## src/rtl/run_skip_multiplier_if.sv

```systemverilog
// Handshake and operand/result bundle for run_skip_multiplier.
// The master drives the request; the slave (the multiplier) returns status and result.
interface run_skip_multiplier_if #(
  parameter int WIDTH = 8
);
  logic                          start;
  logic                          signed_mode;
  logic [WIDTH-1:0]              a;
  logic [WIDTH-1:0]              b;
  logic                          busy;
  logic                          done;
  logic [2*WIDTH-1:0]            product;
  logic [$clog2(WIDTH+2)-1:0]    op_count;

  modport master (
    output start, signed_mode, a, b,
    input  busy, done, product, op_count
  );

  modport slave (
    input  start, signed_mode, a, b,
    output busy, done, product, op_count
  );
endinterface

```

## src/rtl/run_skip_multiplier.sv

```systemverilog
// Iterative multiplier that spends one add/subtract per transition between bit runs of b
// (radix-2 Booth recoding with zero-run skipping); works for unsigned and two's complement operands.
module run_skip_multiplier #(
  parameter int WIDTH = 8
) (
  input logic                clk,
  input logic                rst,
  run_skip_multiplier_if.slave bus
);
  localparam int PW = 2 * WIDTH;
  localparam int TW = WIDTH + 1;
  localparam int IW = $clog2(TW);
  localparam int CW = $clog2(WIDTH + 2);

  localparam logic [0:0] S_IDLE = 1'b0;
  localparam logic [0:0] S_RUN  = 1'b1;

  logic [0:0]    state_q, state_d;
  logic [PW-1:0] a_ext_q, a_ext_d;
  logic [TW-1:0] b_q, b_d;
  logic [TW-1:0] t_q, t_d;
  logic [PW-1:0] acc_q, acc_d;
  logic [PW-1:0] product_q, product_d;
  logic [CW-1:0] op_count_q, op_count_d;
  logic          done_q, done_d;

  logic [IW-1:0] sel_idx;
  logic [PW-1:0] addend;
  logic [PW-1:0] acc_step;
  logic [TW-1:0] t_step;

  // Lowest set transition bit: scan downward so the lowest index wins.
  always_comb begin
    sel_idx = '0;
    for (int i = TW - 1; i >= 0; i--) begin
      sel_idx = t_q[i] ? IW'(i) : sel_idx;
    end
  end

  // One Booth step: b_q[WIDTH] is held at zero, so the top unsigned transition always adds.
  always_comb begin
    addend   = a_ext_q << sel_idx;
    acc_step = b_q[sel_idx] ? (acc_q - addend) : (acc_q + addend);
    t_step   = t_q & ~(TW'(1) << sel_idx);
  end

  // Next-state logic for the IDLE/RUN controller and datapath.
  always_comb begin
    state_d    = state_q;
    a_ext_d    = a_ext_q;
    b_d        = b_q;
    t_d        = t_q;
    acc_d      = acc_q;
    product_d  = product_q;
    op_count_d = op_count_q;
    done_d     = 1'b0;
    case (state_q)
      S_IDLE: begin
        if (bus.start) begin
          a_ext_d    = bus.signed_mode ? {{WIDTH{bus.a[WIDTH-1]}}, bus.a}
                                       : {{WIDTH{1'b0}}, bus.a};
          b_d        = {1'b0, bus.b};
          t_d        = {(~bus.signed_mode) & bus.b[WIDTH-1],
                        bus.b ^ {bus.b[WIDTH-2:0], 1'b0}};
          acc_d      = '0;
          op_count_d = '0;
          state_d    = S_RUN;
        end else begin
          state_d = S_IDLE;
        end
      end
      S_RUN: begin
        if (t_q == '0) begin
          // b was zero: one empty cycle, then report the cleared accumulator.
          product_d = acc_q;
          done_d    = 1'b1;
          state_d   = S_IDLE;
        end else begin
          acc_d      = acc_step;
          t_d        = t_step;
          op_count_d = op_count_q + CW'(1);
          if (t_step == '0) begin
            product_d = acc_step;
            done_d    = 1'b1;
            state_d   = S_IDLE;
          end else begin
            state_d = S_RUN;
          end
        end
      end
      default: begin
        state_d = S_IDLE;
      end
    endcase
  end

  // State registers with synchronous reset; reset abandons any operation in flight.
  always_ff @(posedge clk) begin
    if (rst) begin
      state_q    <= S_IDLE;
      a_ext_q    <= '0;
      b_q        <= '0;
      t_q        <= '0;
      acc_q      <= '0;
      product_q  <= '0;
      op_count_q <= '0;
      done_q     <= 1'b0;
    end else begin
      state_q    <= state_d;
      a_ext_q    <= a_ext_d;
      b_q        <= b_d;
      t_q        <= t_d;
      acc_q      <= acc_d;
      product_q  <= product_d;
      op_count_q <= op_count_d;
      done_q     <= done_d;
    end
  end

  assign bus.busy     = (state_q == S_RUN);
  assign bus.done     = done_q;
  assign bus.product  = product_q;
  assign bus.op_count = op_count_q;
endmodule

```

## src/flat_wrapper.sv

```systemverilog
// flat-port wrapper written by rule: the top's interface ports become plain ports
module run_skip_multiplier_flat 
#(
  parameter int WIDTH = 8
)
  (clk, rst, bus_start, bus_signed_mode, bus_a, bus_b, bus_busy, bus_done, bus_product, bus_op_count);
  run_skip_multiplier_if #(.WIDTH(WIDTH)) bus_i ();
  input logic clk;
  input logic rst;
  input wire logic [$bits(bus_i.start)-1:0] bus_start;
  input wire logic [$bits(bus_i.signed_mode)-1:0] bus_signed_mode;
  input wire logic [$bits(bus_i.a)-1:0] bus_a;
  input wire logic [$bits(bus_i.b)-1:0] bus_b;
  output wire logic [$bits(bus_i.busy)-1:0] bus_busy;
  output wire logic [$bits(bus_i.done)-1:0] bus_done;
  output wire logic [$bits(bus_i.product)-1:0] bus_product;
  output wire logic [$bits(bus_i.op_count)-1:0] bus_op_count;
  assign bus_i.start = bus_start;
  assign bus_i.signed_mode = bus_signed_mode;
  assign bus_i.a = bus_a;
  assign bus_i.b = bus_b;
  assign bus_busy = bus_i.busy;
  assign bus_done = bus_i.done;
  assign bus_product = bus_i.product;
  assign bus_op_count = bus_i.op_count;
  run_skip_multiplier #(.WIDTH(WIDTH)) u_core (.clk(clk), .rst(rst), .bus(bus_i));
endmodule
```

## config.mk

```make
export PLATFORM = sky130hd
export DESIGN_NAME = run_skip_multiplier_flat
export DESIGN_NICKNAME = d
export VERILOG_FILES = /design/src/rtl/run_skip_multiplier_if.sv /design/src/rtl/run_skip_multiplier.sv /design/src/flat_wrapper.sv
export SDC_FILE = /design/constraint.sdc
export NUM_CORES = 1
export LEC_CHECK = 0
export CORE_ASPECT_RATIO = 1.4
export CORE_UTILIZATION = 35
export CTS_CLUSTER_SIZE = 28
export DETAILED_ROUTE_END_ITERATION = 8
export PLACE_DENSITY = 0.62
export SKIP_CTS_REPAIR_TIMING = 1
export SLEW_MARGIN = 20
export SYNTH_ARGS = -nofsm -noshare
export SYNTH_HDL_FRONTEND = slang
export SYNTH_SLANG_ARGS = --single-unit
```

## constraint.sdc

```tcl
create_clock -name clk -period 6.44 [get_ports clk]
set_clock_uncertainty 0.05 [all_clocks]
set_input_delay 0.644 -clock clk [delete_from_list [all_inputs] [get_ports clk]]
set_output_delay 0.644 -clock clk [all_outputs]
set_load 0.05 [all_outputs]
```

== Word-level counts from Yosys, hierarchy flattened ==
Index checks and enable logic that the tools add are counted.
Operators by class
  add/sub/neg operators: 3
  $mul: 0
  divide/modulo/power cells: 0
  order comparisons: 1
  eq/ne operators: 2
  shift-type cells: 2
  mux-type cells: 30
  bitwise gates (word level): 6
  reductions and logical operators: 7
Operators with widths (number)
  16-bit two-way mux: 6
  4-bit two-way mux: 11
  16-bit case mux with 2 select lines: 1
  9-bit zero test: 2
  9-bit two-way mux: 2
  9-bit case mux with 2 select lines: 1
  16-bit adder: 1
  16-bit by 4-bit left shift with 16-bit output: 1
  16-bit subtractor: 1
  9-bit AND: 1
  9-bit inverter: 1
  1-bit by 4-bit left shift with 9-bit output, first input constant: 1
  4-bit case mux with 2 select lines: 1
  8-bit bitwise XOR: 1
  1-bit two-way mux: 6
  2-bit AND reduction: 3
  4-bit by 5-bit less-than comparator with 1-bit output, second input constant: 1
  4-bit by 1-bit adder with 4-bit output, second input constant: 1
  1-bit binary-select mux with 4-bit select: 1
  2-bit inequality test, second input constant: 2
  1-bit inverter: 2
  1-bit case mux with 2 select lines: 1
  2-bit nonzero test: 1
  2-bit OR reduction: 1
  1-bit AND: 1
Storage, ports and cells
  bits in registers: 71
  latch bits: 0
  bits in writable memories: 0
  bits in read-only memories: 0
  input bits: 20
  output and inout bits: 22
  word-level logic and storage cells: 59
  memories: 0

== Longest topological paths before layout ==
  word-level depth: 16
  depth in mapped cells: 25

== Worst setup path before layout ==
No wires, ideal clock.
  kind: reg2reg
  start point: register u_core.t_q[3]
  end point: register u_core.product_q[15], in the netlist u_core.bus.product[15]
  library setup time: 0.091 ns
  arrival: 4.751 ns
  data required time: 6.299 ns
  setup slack: 1.548 ns
  stages on the path, launching flop included: 24
  path buffers: 2
  clock period less this slack: 4.892 ns
  path through: dfxtp_1 > buf_4 > inv_1 > a221oi_4 > mux2_2 > o221a_2 > o22a_1 > a221oi_1 > clkbuf_1 > nand2_1 > o21ai_0 > inv_1 > ha_1 > nor2b_1 > o21ai_0 > o22ai_1 > o41ai_1 > a211oi_1 > nor4_1 > nor2_1 > nand3b_1 > mux2i_1 > a211oi_1 > a311oi_1
On the way
  longest elaborated chain between the ends: 10
Ends and longest elaborated chain
  start: declaration: RTL line run_skip_multiplier.sv:21  | logic [TW-1:0] t_q, t_d;
  start signal: assignment: RTL line run_skip_multiplier.sv:112  | t_q <= t_d;
  branches (longest 10 deep; another with 16-bit adder)
  end signal: assignment: RTL line run_skip_multiplier.sv:114  | product_q <= product_d;
  end: declaration: RTL line run_skip_multiplier.sv:23  | logic [PW-1:0] product_q, product_d;
Several ways; the timed one is not identified. The select of a mux whose other input is x is not followed.
A chain may end at the register's enable or synchronous reset.

== Final worst setup path ==
  start point: register u_core.t_q[1]
  end point: register u_core.product_q[15], in the netlist u_core.bus.product[15]
On the way
  longest elaborated chain between the ends: 8
Ends and longest elaborated chain
  branches (longest 8 deep; another with 16-bit adder)
Several ways; the timed one is not identified. The select of a mux whose other input is x is not followed.

==> flow_summary.ini <==
[timing]
slew_violations = 0
fin_crit_ns = 5.662
timing.fmax_ghz = 0.1766
worst_pin_slew_ns = 0.9072
holdWs_ns = 0.4041
finalSetupViolCount = 0
max_slew_margin_pct = 39.37
finalSetupTns_ns = 0
finalCritPeriodShare_pct = 87.92
finalHoldViolCount = 0
grt_setup_unrepaired = no

[outcome]
status = finished, final reports clean

[cts]
cts_buffers = 9
tritoncts = done
clock_latency_ns = 0.34
clk_pin_slew_ns = 0.06
ctsRootBufferMaster = clkbuf_16
cts.path.max_buffers = 2
cts_sinks = 64
htreeDepth = 3

[die]
initial_core_util_pct = 35.74
ioPinCount = 42
fp-row-count = 49
core_area_um2 = 12810
dieArea_um2 = 13550
dieWidth_um = 98.68
die-height_um = 137.3

[logic_synthesis]
synth_area_per_cell_um2 = 7.386
synth_area_leaders = dfxtp_1 28%, nand2_1 8.9%, a21oi_1 7.3%
yosys.area.top_type = dfxtp_1
ys_top_cells_by_count = 108 x nand2_1, 74 x nor2_1, 67 x a21oi_1
synth-seq-cells = 64
synth-edff-count = 0
synth_cell_types = 68
yosys_warnings = 0
async_flop_share_pct = 0
synth_top_area_share_pct = 27.98
ys.flop_type = dfxtp_1
ys_seq_area_share_pct = 27.98
synth_most_common_cell = nand2_1
synth_nets = 658
synth_cells = 620
synth.cell_area_um2 = 4579

[critical_path]
r2r_slack_ns = 0.78
endpoint_kind = register
critPathLaunchType = register
arrival_ns = 5.86
ff2ff_path_depth = 20
r2r_start = u_core.t_q[1]
r2r_end = u_core.bus.product[15]
startpoint = u_core.t_q[1]
crit_required_ns = 6.64
cp_max_fo = 16
criticalPathCategory = reg2reg

[detailed_routing]
wl_per_cell_um = 16.94
totalWireLength_um = 13470
dr.first_iter.drc_count = 198
dr_total_vias = 4459
vias_per_cell = 5.609
postRouteAntennaNets = 0
drc_errors = 0
drt_first_pass_iters = 5

[grt]
grt_max_degree = 70
grt_usage_pct = 20.71
grt_pass1_vias = 4306
grt_overflow = 0
grt_pass1_wl_um = 21750
antenna_found_initial = 0

[power_and_ir_drop]
leakage_nw = 2.102
power.total_w = 0.002202
ir_worst_vdd_uv = 136.3
p_per_area_nw_per_um2 = 406.0

[cells_and_area]
multi_input_area_um2 = 3074
instances_no_fill = 795
antenna_cells = 0
area_growth_syn_to_layout_pct = 18.42
final_util_pct = 42.32
nNetsFinal = 677
seqCellArea_um2 = 1281
n_fill_cell = 1310
drive_gt1_share_pct = 7.788

[worst_hold_path]
hold-path-endpoint = u_core.b_q[6]
hp-class = reg2reg
hp-start = u_core.b_q[6]
hold_path_depth = 2

[placed_design]
portBuffers = 41
dp.cells = 781
hpwlAfterDp_um = 9960
place.gp.congestion = 0.8799

[job]
cap_violations = 0
[cell type report]
type	instances	share of cell area, %
Multi-Input combinational cell	498	56.69
Sequential cell	64	23.63
Timing Repair Buffer	50	8.722
Clock buffer	11	4.661
Tap cell	153	3.530
Clock inverter	3	1.661
Inverter	16	1.108
[placed cells by master (no fill, tap or decap), types with 3 or more instances in the layout]
master           instances
a211oi_1                 9
a21oi_1                 67
a221o_1                  4
a221oi_1                 4
a22oi_1                  5
a311oi_1                10
a31oi_1                  6
and3_1                   3
buf_4                    9
bufinv_16                3
clkbuf_16                9
clkdlybuf4s50_1         40
dfxtp_1                 64
ha_1                    17
inv_1                   15
mux2i_1                 23
nand2_1                108
nand3_1                 24
nand3b_1                 4
nor2_1                  73
nor2b_1                  5
nor3_1                  10
nor4_1                   8
o21a_1                   3
o21ai_0                 24
o22ai_1                  4
or2_2                    3
xnor2_1                 14
xor2_1                  20
[stage by stage]
step / setup WS [ns] / area (µm²)
5_1_grt: 0.3332 / 5423
2_1_floorplan: 1.548 / 4579
3_3_place_gp: 1.173 / 5075
3_5_place_dp: 0.8765 / 5075
4_1_cts: 0.8567 / 5418
6_report: 0.7782 / 5423
[critical path: stages, from the launching register on]
cell	delay [ns]
dfxtp_1	0.46
nor4_1	0.48
nand2_1	0.48
a221oi_1	0.52
o22a_1	0.24
a221oi_1	0.06
buf_4	0.20
o21ai_0	0.29
inv_1	0.08
ha_1	0.27
nor2b_1	0.12
o21ai_0	0.23
o22ai_1	0.14
o41ai_1	0.46
a211oi_1	0.22
nor4_1	0.41
nor2_1	0.17
nand3b_1	0.19
mux2i_1	0.19
a211oi_1	0.07
a311oi_1	0.25
[sequential cells by signal (all words and copies together) (netlist names)]
signal               cells
u_core.a_ext_q           9
u_core.bus.done          1
u_core.bus.product      16
u_core.bus.busy          1
u_core.b_q               8
u_core.bus.op_count      4
u_core.t_q               9
u_core.acc_q            16
[report_power, final]
part | switching [W] | total (W) | internal, W | leakage (nW)
logic | 0.000691 | 0.00114 | 0.000446 | 1.41
clock network | 0.000182 | 0.000577 | 0.000395 | 0.168
registers | 0.0000478 | 0.000487 | 0.000439 | 0.523
total | 0.000921 | 0.00220 | 0.00128 | 2.10
[worst max-delay path by stage]
stage                                         to  slack (ns)  cells after the start
after floorplan           u_core.bus.product[15]        1.55                     23
after global placement    u_core.bus.product[15]        1.17                     22
after detailed placement  u_core.bus.product[15]        0.88                     20
after CTS                 u_core.bus.product[15]        0.86                     20
after global routing      u_core.bus.product[15]        0.33                     20
final                     u_core.bus.product[15]        0.78                     20
[layer usage]
layer  vias to the layer above  GRT usage [%]  routed length (µm)
met4                         0          13.02                 524
met5                         -              0                   0
met2                       105          38.97                7002
met3                        35          2.334                 368
met1                      2086          22.03                5575
li1                       2233              -                   -
[kinds of logic (layout without fill, tap and decap cells)]
| kind of cell | after synthesis | after routing | share of synthesized area [%] |
|---|---|---|---|
| xor gates and xnor gates | 34 | 34 | 6.503 |
| muxes | 28 | 28 | 6.393 |
| adders and majority gates | 18 | 18 | 5.082 |
| AOI/OAI and AO/OA | 163 | 163 | 23.93 |
| DFF | 64 | 64 | 27.98 |
| and+or+nand+nor | 255 | 255 | 24.89 |
| buffers and inverters | 58 | 80 | 5.218 |
(Power assumes the default switching activity.)
